File: src/rtl/io_bridge.sv
// io_bridge: data-bus responder for the core's MEM stage. Low address space
// goes to DRAM; the 0xFFFFF000 page holds the display, timer, LED, switch
// and button registers. Reads are combinational, writes commit on the edge.
module io_bridge #(
    parameter int DRAM_AW  = 14,
    parameter int SCAN_DIV = 2000
) (
    input  logic               cpu_clk,
    input  logic               cpu_rst,
    input  logic [31:0]        Bus_addr,
    input  logic               Bus_wen,
    input  logic [31:0]        Bus_wdata,
    output logic [31:0]        Bus_rdata,
    output logic [DRAM_AW-1:0] dram_addr,
    output logic               dram_wen,
    output logic [31:0]        dram_wdata,
    input  logic [31:0]        dram_rdata,
    input  logic [23:0]        sw,
    input  logic [4:0]         button,
    output logic [23:0]        led,
    output logic [7:0]         dig_en,
    output logic [7:0]         dig_seg
);
    localparam int SCNT_W = (SCAN_DIV > 2) ? $clog2(SCAN_DIV) : 1;

    localparam logic [11:0] OFF_DIG   = 12'h000;
    localparam logic [11:0] OFF_TIMER = 12'h020;
    localparam logic [11:0] OFF_TDIV  = 12'h024;
    localparam logic [11:0] OFF_LED   = 12'h060;
    localparam logic [11:0] OFF_SW    = 12'h070;
    localparam logic [11:0] OFF_BTN   = 12'h078;

    logic              periph;
    logic [11:0]       off;
    logic              pwr;
    logic [31:0]       dig_r, timer_r, tdiv_r, pcnt;
    logic [23:0]       led_r, sw_meta, sw_sync;
    logic [4:0]        btn_meta, btn_sync;
    logic [SCNT_W-1:0] scnt;
    logic [2:0]        idx;
    logic              tick;

    assign periph     = (Bus_addr[31:12] == 20'hFFFFF);
    assign off        = Bus_addr[11:0];
    assign pwr        = Bus_wen & periph;
    assign dram_wen   = Bus_wen & ~periph;
    assign dram_addr  = Bus_addr[DRAM_AW+1:2];
    assign dram_wdata = Bus_wdata;
    assign led        = led_r;
    assign tick       = (pcnt == tdiv_r);

    // active-low seven-segment pattern, dp held off
    function automatic logic [7:0] hex_seg(input logic [3:0] n);
        case (n)
            4'h0: hex_seg = 8'hC0;  4'h1: hex_seg = 8'hF9;
            4'h2: hex_seg = 8'hA4;  4'h3: hex_seg = 8'hB0;
            4'h4: hex_seg = 8'h99;  4'h5: hex_seg = 8'h92;
            4'h6: hex_seg = 8'h82;  4'h7: hex_seg = 8'hF8;
            4'h8: hex_seg = 8'h80;  4'h9: hex_seg = 8'h90;
            4'hA: hex_seg = 8'h88;  4'hB: hex_seg = 8'h83;
            4'hC: hex_seg = 8'hC6;  4'hD: hex_seg = 8'hA1;
            4'hE: hex_seg = 8'h86;  default: hex_seg = 8'h8E;
        endcase
    endfunction

    // load data: DRAM passthrough or peripheral register select
    always_comb begin
        Bus_rdata = 32'h0;
        if (!periph) begin
            Bus_rdata = dram_rdata;
        end else begin
            case (off)
                OFF_DIG:   Bus_rdata = dig_r;
                OFF_TIMER: Bus_rdata = timer_r;
                OFF_TDIV:  Bus_rdata = tdiv_r;
                OFF_LED:   Bus_rdata = {8'h0, led_r};
                OFF_SW:    Bus_rdata = {8'h0, sw_sync};
                OFF_BTN:   Bus_rdata = {27'h0, btn_sync};
                default:   Bus_rdata = 32'h0;
            endcase
        end
    end

    // display drive comes only from registered idx and DIG
    always_comb begin
        dig_en  = ~(8'b1 << idx);
        dig_seg = hex_seg(dig_r[{idx, 2'b00} +: 4]);
    end

    // writable registers; a TIMER store beats the same-cycle increment,
    // a TDIV store restarts the prescaler
    always_ff @(posedge cpu_clk) begin
        if (!cpu_rst) begin
            dig_r   <= 32'h0;
            timer_r <= 32'h0;
            tdiv_r  <= 32'h0;
            pcnt    <= 32'h0;
            led_r   <= 24'h0;
        end else begin
            if (pwr && off == OFF_DIG) dig_r <= Bus_wdata;
            if (pwr && off == OFF_LED) led_r <= Bus_wdata[23:0];

            if (pwr && off == OFF_TDIV) begin
                tdiv_r <= Bus_wdata;
                pcnt   <= 32'h0;
            end else if (tick) begin
                pcnt <= 32'h0;
            end else begin
                pcnt <= pcnt + 32'd1;
            end

            if (pwr && off == OFF_TIMER) timer_r <= Bus_wdata;
            else if (tick)               timer_r <= timer_r + 32'd1;
        end
    end

    // two-flop synchronizers for the asynchronous board inputs
    always_ff @(posedge cpu_clk) begin
        if (!cpu_rst) begin
            sw_meta  <= 24'h0;
            sw_sync  <= 24'h0;
            btn_meta <= 5'h0;
            btn_sync <= 5'h0;
        end else begin
            sw_meta  <= sw;
            sw_sync  <= sw_meta;
            btn_meta <= button;
            btn_sync <= btn_meta;
        end
    end

    // digit scanner: hold each digit SCAN_DIV cycles, then step idx
    always_ff @(posedge cpu_clk) begin
        if (!cpu_rst) begin
            scnt <= '0;
            idx  <= 3'd0;
        end else if (scnt == SCNT_W'(SCAN_DIV - 1)) begin
            scnt <= '0;
            idx  <= idx + 3'd1;
        end else begin
            scnt <= scnt + 1'b1;
        end
    end
endmodule

File: config.mk
export PLATFORM = sky130hd
export DESIGN_NAME = io_bridge
export DESIGN_NICKNAME = d
export VERILOG_FILES = /design/src/rtl/io_bridge.sv
export SDC_FILE = /design/constraint.sdc
export NUM_CORES = 1
export LEC_CHECK = 0
export CAP_MARGIN = 20
export CORE_MARGIN = 2
export CORE_UTILIZATION = 55
export DETAILED_ROUTE_END_ITERATION = 8
export DONT_BUFFER_PORTS = 1
export PLACE_DENSITY_LB_ADDON = 0.15
export SKIP_CTS_REPAIR_TIMING = 1
export SLEW_MARGIN = 10
export SYNTH_ARGS = -nofsm -noshare
export SYNTH_HDL_FRONTEND = slang
export SYNTH_SLANG_ARGS = --single-unit
File: constraint.sdc
create_clock -name cpu_clk -period 3.5 [get_ports cpu_clk]
set_input_delay 0.175 -clock cpu_clk [delete_from_list [all_inputs] [get_ports cpu_clk]]
set_output_delay 0.175 -clock cpu_clk [all_outputs]
set_load 0.01 [all_outputs]
==> results.tsv <==
metric	value	unit
kind of critical path	reg -> out	
PortBufs	0	
Netlist Area Pre-Place	11220	sq um
Yosys reg bits	224	
synth cell count leaders	268 x nand2_1, 224 x dfxtp_1, 82 x nor2_1	
DRC Markers	0	
synth top area cells	dfxtp_1 40%, nand2_1 9.0%, a21boi_0 4.8%	
required time of the worst setup path	3.32	ns
Post-DP HPWL	23420	um
fin nets	1511	
io pins	247	
largest family of logic cells by synthesized area	simple AND/OR/NAND/NOR gates	
Leak	4.803	nW
min cycle time layout	3.281	ns
WL/cell	20.52	um
Synth Area in Compound Gates	14.32	%
Final Worst Setup Slack	0.2195	ns
Hold WS	-0.01536	ns
Synth-to-Final Area Change	15.63	%
CP Launch Point	idx[0]	
die width	146.8	um
Max Clk Rate	0.3048	GHz
gpl congestion	0.9297	
number of synthesized flops with an enable pin	0	
vias in the first global route	8722	
H-Tree Depth	1	
CP Launch Type	flop	
Tightest Pin Transition	0.5970	ns
status	complete, but fails checks	
die area	21550	sq um
initial antenna violation count	11	
power density cells	427.7	nW/um^2
total wire length	34080	um
Slew Limit Fails	0	
die height	146.8	um
Tcrit/Tclk final	93.73	%
fillers	1694	
sequential area share after synthesis	39.98	%
vias	9706	
VDD IR max	0.3501	mV
worst rel slew slack	59.06	%
layout cells sized above 1	9.321	%
clk_lat worst skew	0.54	ns
Synth Area in Simple Gates	23.65	%
initial drt markers	843	
post-synthesis mux area share	5.344	%
max-cap violation count	0	
CTS tree	yes	
area of the core	20100	sq um
clock skew	0.02672	ns
clk buf depth	3	
Final Instance Area	12970	sq um
total power	5.547	mW
# clock sinks	224	
via/cell ratio	5.843	
uppermost layer routed	met5	
Worst-path clk slew	0.06	ns
Pre-antenna DRT Iters	5	
CTS Root Buffer Type	clkbuf_16	
area post-placement	11290	sq um
worst hold path type	in -> reg	
GRT Overall Usage	29.53	%
reg2reg start	tdiv_r[28]	
synth warn	0	
final setup fails	0	
DRT met1 WL	14220	um
Synth top area share	39.98	%
count leader, synth	nand2_1	
total negative slack	0	ns
first-pass GRT wire length	50180	um
Worst Min Path Start	cpu_rst	
syn_area_per_cell	8.408	sq um
max incr delay on CP	0.56	ns
total grt overflow	0	
Synth cell types	55	
Synth area leader	dfxtp_1	
initial core utilization	55.79	%
RSZ-0062 raised after global routing	false	
met3 wire len	2512	um
crit path DAT	3.11	ns
met2 WL	16230	um
critical path's slowest cell	mux4_2	
crit path capture type	output port	
XOR/XNOR Fraction of Synth Area	7.965	%
Core Rows	52	
Main synth FF type	dfxtp_1	
Num CTS Buffers	24	
largest net degree at the start of global routing	162	
Post-Syn Instances	1334	
pre-CTS setup slack	0.7945	ns
Critical Path, Cell by Cell	buf_4 -> mux4_2 -> mux2i_1 -> buf_4 -> inv_1 -> ha_1 -> mux4_2	
violated checks	negative hold slack	
crit-path max FO	7	
Synth Area in Adders	1.673	%
Fin. Hold Viols	6	
post-synthesis async set-or-reset flop share	0	%
post-route ant nets	0	
Post-Syn Nets	1477	
-- logic make-up after synthesis --
kind of cell | Yosys count
AND/OR/NAND/NOR | 558
AO/OA/AOI/OAI | 232
flip-flops | 224
buffers and inverters | 154
XOR/XNOR | 102
multiplexers | 48
adder cells (fa/ha/maj) | 15
other | 1
-- cells in the final DEF, fill, tap and decap left out, types with 34 or more instances in the layout --
master / Yosys / layout
dlygate4sd3_1: 0 / 77
nor2_1: 82 / 82
and2_1: 66 / 66
xor2_1: 50 / 50
nand2_1: 268 / 268
o21ai_0: 62 / 62
dfxtp_1: 224 / 224
xnor2_1: 52 / 52
mux2i_1: 34 / 34
a21boi_0: 71 / 71
buf_4: 49 / 55
-- layout make-up --
type	instances	area (sq um)	share of cell area, %
Antenna cell	7	17.52	0.1351
Timing Repair Buffer	134	1226	9.455
Tap cell	270	337.8	2.605
Inverter	28	105.1	0.8104
Sequential cell	224	4484	34.58
Clock inverter	7	121.4	0.9358
Clock buffer	35	721.9	5.567
Multi-Input combinational cell	956	5954	45.91
-- report_power, final --
group / switching, mW / total (mW) / internal [mW]
clock: 1.05 / 2.69 / 1.65
sequential: 0.0172 / 2.60 / 2.59
combinational: 0.117 / 0.251 / 0.134
total: 1.18 / 5.55 / 4.37
-- sequential cells by signal, summed over array words and instances, names as in the netlist --
| signal | count |
|---|---|
| sw_meta | 24 |
| pcnt | 32 |
| dig_r | 32 |
| btn_sync | 5 |
| scnt | 11 |
| idx | 3 |
| led | 24 |
| tdiv_r | 32 |
| btn_meta | 5 |
| timer_r | 32 |
| sw_sync | 24 |
-- routing by layer --
metal | global-route usage [%] | vias to the layer above
met3 | 6.739 | 92
met1 | 38.94 | 4641
met4 | 10.97 | 2
met5 | 0 | -
li1 | - | 4565
met2 | 47.56 | 406
-- worst max-delay path: cells and delay by family (launching register included) --
kind,cells,cell delay [ns]
adder cells (fa/ha/maj),1,0.24
multiplexers,3,1.29
flip-flops,1,0.53
buffers and inverters,3,0.52
-- metrics by stage --
step / util (%) / cells
5_1_grt: 64.48 / 1659
4_1_cts: 60.37 / 1575
2_1_floorplan: - / 1334
3_5_place_dp: 56.18 / 1533
6_report: 64.51 / 1661
3_3_place_gp: 56.18 / 1533
-- path summary, 6_finish.rpt --
kind,to,slack (ns),cells after the start
worst max-delay path,dig_seg[3],0.22,7
worst min-delay path,scnt[0],-0.02,2
worst max register to register,timer_r[14],0.42,8
worst min register to register,sw_sync[6],0.43,1
Note: power is estimated with default switching activity, not from simulation.
